## src/rtl/alu_share_arbiter.sv

```systemverilog
// Two-requester round-robin front end for a single shared combinational ALU.
// Latches the winning operation, registers the ALU result and returns it to its owner.
module alu_share_arbiter #(
    parameter int DATA_W = 32,
    parameter int SEL_W  = 4
) (
    input  logic              clk,
    input  logic              rst,
    input  logic              req0_valid,
    output logic              req0_ready,
    input  logic [DATA_W-1:0] req0_op1,
    input  logic [DATA_W-1:0] req0_op2,
    input  logic [SEL_W-1:0]  req0_sel,
    output logic              rsp0_valid,
    input  logic              rsp0_ready,
    input  logic              req1_valid,
    output logic              req1_ready,
    input  logic [DATA_W-1:0] req1_op1,
    input  logic [DATA_W-1:0] req1_op2,
    input  logic [SEL_W-1:0]  req1_sel,
    output logic              rsp1_valid,
    input  logic              rsp1_ready,
    output logic [DATA_W-1:0] rsp_result,
    output logic              rsp_zero,
    output logic              rsp_err,
    output logic [DATA_W-1:0] alu_op1,
    output logic [DATA_W-1:0] alu_op2,
    output logic [SEL_W-1:0]  alu_sel,
    input  logic [DATA_W-1:0] alu_result,
    input  logic              alu_zero,
    output logic              busy
);

    typedef enum logic [1:0] {
        ST_IDLE = 2'd0,
        ST_EXEC = 2'd1,
        ST_RESP = 2'd2
    } state_t;

    state_t            r_state;
    state_t            w_next;
    logic              r_owner;
    logic              r_last_grant;
    logic [DATA_W-1:0] r_op1;
    logic [DATA_W-1:0] r_op2;
    logic [SEL_W-1:0]  r_sel;
    logic [DATA_W-1:0] r_result;
    logic              r_zero;
    logic              r_err;
    logic              w_grant;
    logic              w_accept;
    logic              w_rsp_take;

    function automatic logic sel_legal(input logic [SEL_W-1:0] sel);
        logic legal;
        case (sel)
            SEL_W'(4'b0000), SEL_W'(4'b0001), SEL_W'(4'b0010),
            SEL_W'(4'b0110), SEL_W'(4'b0111), SEL_W'(4'b0011): legal = 1'b1;
            default:                                           legal = 1'b0;
        endcase
        return legal;
    endfunction

    // Round-robin grant: on contention the requester not served last wins.
    always_comb begin
        w_grant = 1'b0;
        if (req0_valid && req1_valid) begin
            w_grant = ~r_last_grant;
        end else if (req1_valid) begin
            w_grant = 1'b1;
        end else begin
            w_grant = 1'b0;
        end
    end

    assign w_accept   = (r_state == ST_IDLE) && (req0_valid || req1_valid);
    assign w_rsp_take = r_owner ? rsp1_ready : rsp0_ready;

    // State register.
    always_ff @(posedge clk or posedge rst) begin
        if (rst) begin
            r_state <= ST_IDLE;
        end else begin
            r_state <= w_next;
        end
    end

    // Next-state logic.
    always_comb begin
        w_next = r_state;
        case (r_state)
            ST_IDLE: begin
                if (w_accept) begin
                    w_next = ST_EXEC;
                end else begin
                    w_next = ST_IDLE;
                end
            end
            ST_EXEC: w_next = ST_RESP;
            ST_RESP: begin
                if (w_rsp_take) begin
                    w_next = ST_IDLE;
                end else begin
                    w_next = ST_RESP;
                end
            end
            default: w_next = ST_IDLE;
        endcase
    end

    // Handshake outputs; readys are masked during reset so every output reads 0.
    always_comb begin
        req0_ready = 1'b0;
        req1_ready = 1'b0;
        rsp0_valid = 1'b0;
        rsp1_valid = 1'b0;
        busy       = 1'b0;
        case (r_state)
            ST_IDLE: begin
                req0_ready = !rst && w_accept && !w_grant;
                req1_ready = !rst && w_accept && w_grant;
            end
            ST_EXEC: busy = 1'b1;
            ST_RESP: begin
                busy       = 1'b1;
                rsp0_valid = !r_owner;
                rsp1_valid = r_owner;
            end
            default: busy = 1'b0;
        endcase
    end

    // Operation latch, result capture and round-robin history.
    always_ff @(posedge clk or posedge rst) begin
        if (rst) begin
            r_owner      <= 1'b0;
            r_last_grant <= 1'b1;
            r_op1        <= {DATA_W{1'b0}};
            r_op2        <= {DATA_W{1'b0}};
            r_sel        <= {SEL_W{1'b0}};
            r_result     <= {DATA_W{1'b0}};
            r_zero       <= 1'b0;
            r_err        <= 1'b0;
        end else begin
            if (w_accept) begin
                r_owner <= w_grant;
                r_op1   <= w_grant ? req1_op1 : req0_op1;
                r_op2   <= w_grant ? req1_op2 : req0_op2;
                r_sel   <= w_grant ? req1_sel : req0_sel;
            end
            if (r_state == ST_EXEC) begin
                if (sel_legal(r_sel)) begin
                    r_result <= alu_result;
                    r_zero   <= alu_zero;
                    r_err    <= 1'b0;
                end else begin
                    r_result <= {DATA_W{1'b0}};
                    r_zero   <= 1'b1;
                    r_err    <= 1'b1;
                end
            end
            if ((r_state == ST_RESP) && w_rsp_take) begin
                r_last_grant <= r_owner;
            end
        end
    end

    assign alu_op1    = r_op1;
    assign alu_op2    = r_op2;
    assign alu_sel    = r_sel;
    assign rsp_result = r_result;
    assign rsp_zero   = r_zero;
    assign rsp_err    = r_err;

endmodule

```

## config.mk

```make
export PLATFORM = sky130hd
export DESIGN_NAME = alu_share_arbiter
export DESIGN_NICKNAME = d
export VERILOG_FILES = /design/src/rtl/alu_share_arbiter.sv
export SDC_FILE = /design/constraint.sdc
export NUM_CORES = 1
export LEC_CHECK = 0
export BUFFER_PORTS_ARGS = -buffer_cell sky130_fd_sc_hd__buf_2
export CORE_MARGIN = 8
export CORE_UTILIZATION = 39
export DETAILED_ROUTE_END_ITERATION = 10
export GPL_ROUTABILITY_DRIVEN = 0
export PLACE_DENSITY = 0.74
export SLEW_MARGIN = 20
export SYNTH_ARGS = -nofsm -noshare
export SYNTH_HDL_FRONTEND = slang
export SYNTH_SLANG_ARGS = --single-unit
export TNS_END_PERCENT = 20
```

## constraint.sdc

```tcl
create_clock -name clk -period 5.2 [get_ports clk]
set_input_delay 0.78 -clock clk [delete_from_list [all_inputs] [get_ports clk]]
set_output_delay 0.78 -clock clk [all_outputs]
set_load 0.02 [all_outputs]
```

# --- Word level (Yosys, flattened, before mapping) ---
# Index checks and enable logic that the tools add are counted.
word_totals:
  reg_bits: 106
  elab_cells: 50
  output_inout_bits: 107
classes:
  reduce_logical: 14
  n_eq_ne: 7
  mux: 19
  bitwise_logic: 1
op_table:
  columns: ["operator", "n"]
  rows:
  - ["32-bit 2-to-1 mux", 3]
  - ["1-bit 2-to-1 mux", 13]
  - ["4-bit by 2-bit equality test with 1-bit output, second input constant", 2]
  - ["4-bit by 3-bit equality test with 1-bit output, second input constant", 2]
  - ["1-bit logical AND", 6]
  - ["2-bit case mux with 3 select lines", 1]
  - ["6-bit OR reduction", 1]
  - ["4-bit by 1-bit equality test with 1-bit output, second input constant", 1]
  - ["4-bit zero test", 1]
  - ["4-bit 2-to-1 mux", 1]
  - ["1-bit zero test", 3]
  - ["2-bit by 1-bit equality test with 1-bit output, second input constant", 1]
  - ["2-bit equality test, second input constant", 1]
  - ["2-bit zero test", 1]
  - ["2-bit 2-to-1 mux", 1]
  - ["2-bit OR reduction", 1]
  - ["1-bit logical OR", 1]
  - ["1-bit NOT", 1]

# --- Longest topological paths before layout ---
# Gate-level depths: netlist of run 1.
depth:
  ltp_word: 5
  depth_mapped: 7
  ltp_nobuf: 5

# --- Worst setup path before layout of run 1 ---
# No wires, ideal clock.
synth_path:
  path_kind: "input port to output port"
  startpoint: "input req1_valid"
  endpoint: "output req0_ready"
  cell_stages: 4
  path_slack_ns: 2.653
  arrival_ns: 1.767
  n_path_buf: 2
  required_ns: 4.420
  path_cell_list: "a21boi_2 -> buf_2 -> buf_2 -> nor3_1"
synth_between:
  elab_chain_cells: 5
  word_cells_on_any_way: 9
synth_lines:
  columns: ["element", "line_no", "source"]
  rows:
  - ["start: declaration", "16", "input logic req1_valid,"]
  - ["1-bit 2-to-1 mux, or another cell as far along", "69", "end else if (req1_valid) begin"]
  - ["1-bit 2-to-1 mux or 1-bit logical AND (tied branches)", "67, 76", null]
  - ["1-bit zero test or 1-bit logical AND (tied branches)", "120", "req0_ready = !rst && w_accept && !w_grant;"]
  - ["1-bit logical AND (*)", "120", null]
  - ["1-bit 2-to-1 mux (*)", "118", "case (r_state)"]
  - ["end: declaration", "10", "output logic req0_ready,"]
# Mark *: on every way between the ends. The rest lies on a longest branch, timed or not.

# --- Worst setup path after layout of run 1 ---
layout_path:
  startpoint: "register r_state[0]"
  endpoint: "output req0_ready"
layout_between:
  elab_chain_cells: 5
layout_lines:
  columns: ["element", "line_no", "source"]
  rows:
  - ["start: declaration", "40", "state_t r_state;"]
  - ["start signal: assignment", "84", "r_state <= w_next;"]
  - ["2-bit zero test (*)", "76, 118", null]
  - ["1-bit logical AND", "76", "assign w_accept = (r_state == ST_IDLE) && (req0_valid || req1_valid);"]
  - ["1-bit logical AND (2 in a row)", "120", null]
  - ["1-bit 2-to-1 mux (*)", "118", null]
# Marks and branches as above.

==> results list, run 1 <==
* Status: finished clean
- The net count of the finished layout is 862.
- When the netlist entered floorplanning its net count stood at 599.
* Post-detail-place hpwl: 11790 um
- Setup crit end kind: output port
- Metal3 WL: 1616 um
- Cell Chain, Critical Path: inv_1 > ha_1 > o21ai_4 > nor3_1 > buf_2
* Number of buffer cells added on primary ports: 281
* Number of warning messages in the yosys log: 0
- Worst setup SP type: register
* Clock tree from TritonCTS: done
- The finished cells cover 6248 um2.
* Clock sink count: 106
- Die Wd: 122.9 um
* Number of pins exceeding their max-slew limit in the final report: 0
- Summing over every cut layer, the via total after detailed routing is 4356.
- Proportion of power drawn by combinational gates: 0.487
* Worst Path Max Fanout: 32
* Vias in the first global route: 4564
* Drt first pass iters: 5
* Data required time of the worst path: 4.42 ns
- Final setup violation count: 0
* Relative slew slack: 0.3715
* Max Fclk: 299.9 MHz
* Combined buffer and inverter count along the critical path: 2
- Final hold viol count: 0
- The placed instances occupy a cell area of 5963 um2.
- Cell internal power was estimated by the tool at 2.344 mW.
* Relative contribution of sequential cells to total power: 0.359
- Yosys instantiated no cell more often than dfrtp_1.
- Overflow after GRT: 0
- Ports placed on the boundary: 282
- Area of the mapped netlist: 4456 um2
* Post-route DRC violation count: 0
- Total of cells resized after clock tree synthesis: 0
* Iter 0 DRT Violations: 296
- Of the total power, the share spent switching nets is 0.4375.
- Setup repair after global routing left no endpoint under its margin.
- Detailed routing placed a total of 7546 um of wire on met2.
* Wire per inst: 18.56 um
* Setup TNS: 0 ns
- Clock tree synthesis selected as its root buffer the cell clkbuf_16.
- Routed metal-1 wirelength: 6084 um
- Buffers inserted to repair hold after CTS numbered 0.
* Cell taking the most area after synthesis: dfrtp_1
- Worst min path class: in2async
- Proportion of netlist area held by the largest area contributor: 0.5897
- Entering global routing, the biggest net connects 69 pins.
- Summed over all layers, the routed wires come to 15450 um.
- VDD sags by at most 0.3372 mV.
* Commonest cells in the synthesized netlist: dfrtp_1 (105), a21oi_1 (80), nor2_1 (45), nand2_1 (43), a22o_1 (32)
- Psw: 1.824 mW
- Of the cells placed in the final design, the portion with a size suffix greater than 1 is 0.4477.
- After synthesis, the netlist uses 28 different library cells.
- A synthesized cell averages 10.61 um2.
* P_leak: 3.351 nW
* Area growth from synthesis to layout: 40.24%
* FP Rows: 39
- Number of flops mapped to enable cells by yosys: 0
- Starting density of the core: 0.3953
* Kind of cell adding the most delay to the critical path: adder cells
* Total routing resource utilization after global routing: 0.1972
* Transition time at the pin with the least slew margin: 0.9428 ns
- Setup bufs post-CTS: 0
- Clock transition at the registers of the reported paths: 0.07 ns
* Final Util: 0.5543
- For the finished layout, the period the worst path requires is 3.335 ns.
- Once detail routing completed, the nets flagged for antenna violations numbered 0.
- Primary flip-flop cell chosen by synthesis mapping: dfrtp_1
- Period utilisation layout: 0.6413
- Buffers inserted during clock tree synthesis total 9.
- In this run the top signal layer used is met4.
- The share of total power dissipated in the clock network is 0.154.
- In the routed layout, each cell is associated on average with a via count of 5.236.
- Synthesized flop and latch total: 106
- Maximum clock path buffer count: 2
* Category of the critical setup timing path: reg2out
- Across the run, the number of max-cap violations was 0.
* Fraction of registers with async set/reset: 1.000
- The share of the Yosys chip area taken by registers is 0.5956.
- Synthesis handed over a netlist of 420 instances.
- Fill cells in the final layout number 1020.
- By area the synthesized netlist is led by dfrtp_1 (59%), a21oi_1 (9.0%), a221o_1 (6.5%).
- Worst-path cell with the longest stage delay: ha_1
* H-tree lvl count: 3
- For the final database, setup skew stands at 0.006906 ns.
* Full die area: 15100 um2
- Hold is met by 0.5010 ns.
- The initial antenna violation count came to 1.
- Overall die height: 122.9 um
- First-pass GRT wire length: 23540 um
* Crit path largest cell delay: 0.80 ns
- Core Region: 11270 um2
* Clock insertion delay at the later pin of the skew report: 0.34 ns
* Crit path DAT: 2.55 ns
- Power spread over the standard cell area amounts to 667.1 nW/um2.
[stage by stage]
step	setup slack, ns	total power, mW	std cells
2_1_floorplan	1.633	2.799	420
6_report	1.865	4.168	832
4_1_cts	1.838	4.217	831
3_3_place_gp	2.182	3.487	814
3_5_place_dp	2.215	3.561	815
5_1_grt	1.576	4.444	832
[cell type report]
cell class	count	area, um2	share of cell area
tap	143	178.9	0.02863
clock buffer	12	256.5	0.04105
antenna	1	2.502	0.0004005
multi-input combinational	274	1658	0.2653
sequential	106	2654	0.4247
inverter	6	25.02	0.004005
timing repair buffer	286	1448	0.2317
clock inverter	4	26.28	0.004205
[cells by family after synthesis]
logic type,share of synthesized area
AO/OA/AOI/OAI,0.2320
AND/OR/NAND/NOR,0.1199
flip-flops,0.5956
buffers and inverters,0.03903
adder cells (fa/ha/maj),0.01123
multiplexers,0.002247
[layout by cell type, fill, tap and decap left out]
| master | n |
|---|---|
| a21bo_2 | 1 |
| buf_2 | 281 |
| clkbuf_1 | 1 |
| nor2b_1 | 1 |
| clkinvlp_4 | 1 |
| nor2_1 | 44 |
| mux2i_1 | 1 |
| a21boi_4 | 1 |
| a22o_1 | 32 |
| clkinv_4 | 1 |
| a221o_1 | 29 |
| nor2_4 | 1 |
| clkbuf_16 | 9 |
| dfstp_2 | 1 |
| buf_4 | 4 |
| a22oi_1 | 1 |
| buf_6 | 1 |
| inv_4 | 1 |
| o21ai_0 | 1 |
| a211oi_4 | 1 |
| dfrtp_1 | 105 |
| clkinv_2 | 2 |
| o21ai_4 | 1 |
| clkinv_1 | 1 |
| nand2_1 | 43 |
| clkbuf_8 | 2 |
| inv_1 | 4 |
| and2_1 | 1 |
| a21oi_1 | 80 |
| o21a_1 | 1 |
| and3_1 | 29 |
| ha_1 | 4 |
| diode_2 | 1 |
| nand3_1 | 1 |
| nor3_1 | 1 |
[metal layers]
layer  global-route usage  vias to the layer above
li1                     -                     2040
met1               0.2388                     2085
met2               0.3269                      217
met3              0.06670                       14
met4              0.05788                        0
met5                    0                        -
[power groups by stage]
stage / Combinational, mW / Clock (mW) / Sequential [mW]
final: 2.03 / 0.643 / 1.50
after global routing: 2.20 / 0.695 / 1.55
after CTS: 2.06 / 0.665 / 1.49
after detailed placement: 2.07 / 0 / 1.49
after global placement: 2.00 / 0 / 1.49
after floorplan: 0.846 / 0 / 1.95
[path summary, 6_finish.rpt]
| kind | from | endpoint | slack [ns] | depth (start not counted) |
|---|---|---|---|---|
| max | r_state[0]$_DFF_PP0_ | req0_ready | 1.87 | 5 |
| min | rst | alu_op2[15]$_DFFE_PP0P_ | 0.50 | 2 |
| max reg2reg | r_state[0]$_DFF_PP0_ | alu_op1[5]$_DFFE_PP0P_ | 2.49 | 5 |
| min reg2reg | rsp_result[21]$_DFFE_PP0N_ | rsp_result[21]$_DFFE_PP0N_ | 0.51 | 1 |
| max in group asynchronous | rst | alu_op2[29]$_DFFE_PP0P_ | 3.47 | 3 |
| min in group clk | rsp_result[21]$_DFFE_PP0N_ | rsp_result[21]$_DFFE_PP0N_ | 0.51 | 1 |
[flip-flops by register name, indices dropped and copies added (netlist names)]
register	cells
r_state	2
alu_sel	4
rsp_err	1
r_last_grant	1
alu_op2	32
r_owner	1
rsp_zero	1
rsp_result	32
alu_op1	32
[worst reg2reg max path, cell delays in order (launching register included)]
cell and delay [ns]:
dfrtp_1 0.40, inv_1 0.12, ha_1 0.80, o21ai_4 0.40, nor2_4 0.64, a221o_1 0.27
No activity file was read; power rests on OpenSTA's default activity.
==> run 2: changes to the inputs <==
- ABC_AREA: unset -> 1
- clock period: 5.2 -> 3 ns (I/O delays scaled with it)
==> run 2 against run 1 <==
Worst hold slack got worse by 0.37 ns. Synthesized cell count grew 52%. Clock power rose by 90%. Clock skew is 0.0036 ns higher. Via count increased by 20%. Cell count increased by 29%. Total power increased by 71%. Sequential cell count unchanged. Register-to-register slack worse by 1.7 ns. Critical path depth grew 1. Area after synthesis up 15%. Wire length increased by 13%. Largest cell class unchanged.
==> results list, run 2 <==
- Worst setup SP type: register
- Post-detail-place hpwl: 12720 um
- Relative slew slack: 0.4253
- Iter 0 DRT Violations: 364
- The flow ran to the end, and the final reports show no timing, DRC or antenna violations.
- Syn Nets: 818
* Area growth from synthesis to layout: 35.55%
* Clock tree from TritonCTS: done
- Commonest cells in the synthesized netlist: nand2_1 (248), dfrtp_1 (105), nand3_1 (98), inv_1 (48), nand3b_1 (40)
- Transition time at the pin with the least slew margin: 0.8588 ns
- Most common cell after layout, fill and taps aside: buf_2
* Total of hold buffers inserted after clock tree synthesis: 0
- Total CTS buffers: 9
* Post-route DRC violation count: 0
- Xor and xnor area share after synthesis: 0
- In this run the mean area of a mapped cell was 8.020 um2.
- Number of warning messages in the yosys log: 0
- After routing, the total negative slack on setup checks comes to 0 ns.
- Counting along the longest clock path gives a buffer depth of 2.
* Fraction of registers with async set/reset: 1.000
- Net count of the finished layout: 1075
* Drt first pass iters: 5
- Input and output buffers added on the ports amount to 281.
* Proportion of power drawn by combinational gates: 0.486
- Die Wd: 130.6 um
- The share of the Yosys chip area taken by registers is 0.5178.
- Category of the critical setup timing path: reg2out
* Largest family of logic cells by synthesized area: simple AND/OR/NAND/NOR gates
* Final non-filler cell total: 1077
* Setup repair after global routing missed its margin: no
- Among all flip-flop cells after synthesis, the most frequent one is dfrtp_1.
* IR Drop Worst-Case VDD: 0.5815 mV
- Initial antenna violation count: 0
- Routed metal-1 wirelength: 7019 um
* Worst-case clock skew: 0.01055 ns
* Share of the synthesized area in compound gates (AO/OA/AOI/OAI): 0.006592
* Number of max-cap violations: 0
* CTS root buf: clkbuf_16
- The number of hold-slack violations in the final timing report was 0.
- Period minus WS final: 2.470 ns
- Top area cells in the synthesized netlist: dfrtp_1 (51%), nand2_1 (18%), nand3_1 (9.6%)
* FP Rows: 42
- Of the total power, registers draw 0.343.
* Detailed-route wire length: 17410 um
* Clock power frac: 0.171
- Clock-pin slew was measured on the worst setup and hold paths at 0.08 ns.
- The core region is 13030 um2.
- Starting density of the core: 0.3932
* First-pass GRT wire length: 26730 um
- Internal power component: 3.861 mW
* Overflow after GRT: 0
* Clock sink count: 106
* Basic-gate share of the synthesized area counting and, or, nand and nor cells: 0.3821
- After detailed routing, no signal wire sits above met4.
- The path class of the tightest hold or removal check is in2async.
- Pin count of the biggest net entering global routing: 90
* Overall die height: 130.6 um
- Fill cells in the final layout number 1275.
- Period utilisation layout: 0.8232
- Synthesized flop and latch total: 106
* Power per Cell Area: 1029 nW/um2
* Count leader, synth: nand2_1
- The analysis attributes to cell leakage a power of 4.033 nW.
- The analysis attributes to net switching a power of 3.284 mW.
* Setup crit end kind: output port
* Data required time of the worst path: 2.55 ns
* Gate count of the mapped netlist: 639
* Number of flops mapped to enable cells by yosys: 0
- Total routing resource utilization after global routing: 0.2007
- The top cell types in the final layout, fill and taps aside, are buf_2 (281), nand2_1 (247), dfrtp_1 (105).
* Clock insertion delay at the later pin of the skew report: 0.35 ns
* Setup bufs post-CTS: 0
- Of the post-synthesis cell area, the dominant cell type holds 0.5127.
* Vias in the first global route: 5195
* Count of unique library cells instantiated by Yosys: 21
- Data arrives at the worst endpoint at 2.02 ns.
- Detailed routing placed a total of 8341 um of wire on met2.
- Measured against the total synthesized area, the mux share comes to 0.
* Count of nets left with antenna violations after detail routing: 0
* DR vias: 5235
- In this run the cell area of the synthesized design comes to 5125 um2.
* Via density per instance: 4.861
- In this run the count of I/O pins placed on the die edge is 282.
* Metal3 WL: 1708 um
- In the final routed layout, each cell accounts on average for 16.17 um.
* Worst Path Max Fanout: 11
- Counting tap cells, the placed design contains a total of 1061 instances.
* Number of inserted diodes: 0
* Full die area: 17070 um2
- The tightest hold path in the finished design has a slack of 0.1281 ns.
- Adder and majority gate portion of the synthesized area: 0.009766
- Of the cells placed in the final design, the portion with a size suffix greater than 1 is 0.3507.
- Total of cells resized after clock tree synthesis: 0
* Cell taking the most area after synthesis: dfrtp_1
- Of the total power, the share spent switching nets is 0.4597.
* Number of pins exceeding their max-slew limit in the final report: 0
* Final setup violation count: 0
- H-tree lvl count: 3
- Max Fclk: 404.9 MHz
-- run 2: cell count changes after synthesis, moves of 8 or more --
cell and change:
nand2_1 +205, nand3_1 +97, a21oi_1 -80, inv_1 +43, nand3b_1 +40, nor2_1 -37
a22o_1 -32, nand4_1 +30, a221o_1 -29, and3_1 -29, buf_2 +12, clkbuf_1 -8
-- run 2: worst paths after layout --
check | slack [ns] | cells past startpoint | from | end
min in group clk | 0.30 | 3 | alu_result[9] | rsp_result[9]$_DFFE_PP0N_
setup / recovery | 0.53 | 6 | r_state[0]$_DFF_PP0_ | req1_ready
hold / removal | 0.13 | 2 | rst | alu_op1[11]$_DFFE_PP0P_
hold reg to reg | 0.47 | 2 | alu_op2[23]$_DFFE_PP0P_ | alu_op2[23]$_DFFE_PP0P_
setup reg to reg | 0.84 | 7 | r_state[0]$_DFF_PP0_ | alu_op1[1]$_DFFE_PP0P_
max in group asynchronous | 2.02 | 3 | rst | rsp_zero$_DFFE_PP0N_
-- run 2: cell families (layout without fill, tap and decap cells) --
logic type	count (synthesis)	count (layout)
flip-flops	106	106
AND/OR/NAND/NOR	427	427
adder cells (fa/ha/maj)	4	4
AO/OA/AOI/OAI	6	6
buffers and inverters	96	358
-- run 2: routing by layer --
metal | vias up | GRT usage
li1 | 2560 | -
met1 | 2414 | 0.2465
met2 | 238 | 0.3322
met3 | 23 | 0.05763
met4 | 0 | 0.06752
met5 | - | 0
-- run 2: worst max-delay path, cell delays in order (launching register included) --
cell	delay [ns]
dfrtp_1	0.40
inv_1	0.11
ha_1	0.43
buf_4	0.26
nand3_1	0.18
nor2_1	0.13
buf_2	0.17
-- run 2: layout make-up --
class	count	area, um2	share of cell area
tap	176	220.2	0.03170
multi-input combinational	437	2057	0.2961
clock buffer	9	225.2	0.03242
timing repair buffer	293	1521	0.2190
inverter	49	187.7	0.02702
sequential	106	2654	0.3820
clock inverter	7	81.33	0.01171
-- run 2: through the flow --
stage | utilization | setup slack (ns) | total power [mW] | instance area [um2]
final | 0.5330 | 0.5304 | 7.145 | 6947
after global routing | 0.5330 | 0.3892 | 7.688 | 6947
after CTS | 0.5330 | 0.5077 | 7.247 | 6947
after detailed placement | 0.5095 | 0.8501 | 5.990 | 6640
after global placement | 0.5095 | 0.8863 | 5.936 | 6640
after floorplan | - | 1.049 | 4.711 | 5129
-- run 2: power groups by stage --
| stage | sequential (mW) | combinational [mW] | clock (mW) |
|---|---|---|---|
| 4_1_cts | 2.45 | 3.54 | 1.26 |
| 3_5_place_dp | 2.45 | 3.54 | 0 |
| 5_1_grt | 2.53 | 3.84 | 1.32 |
| 3_3_place_gp | 2.45 | 3.49 | 0 |
| 6_report | 2.45 | 3.47 | 1.22 |
| 2_1_floorplan | 3.19 | 1.52 | 0 |
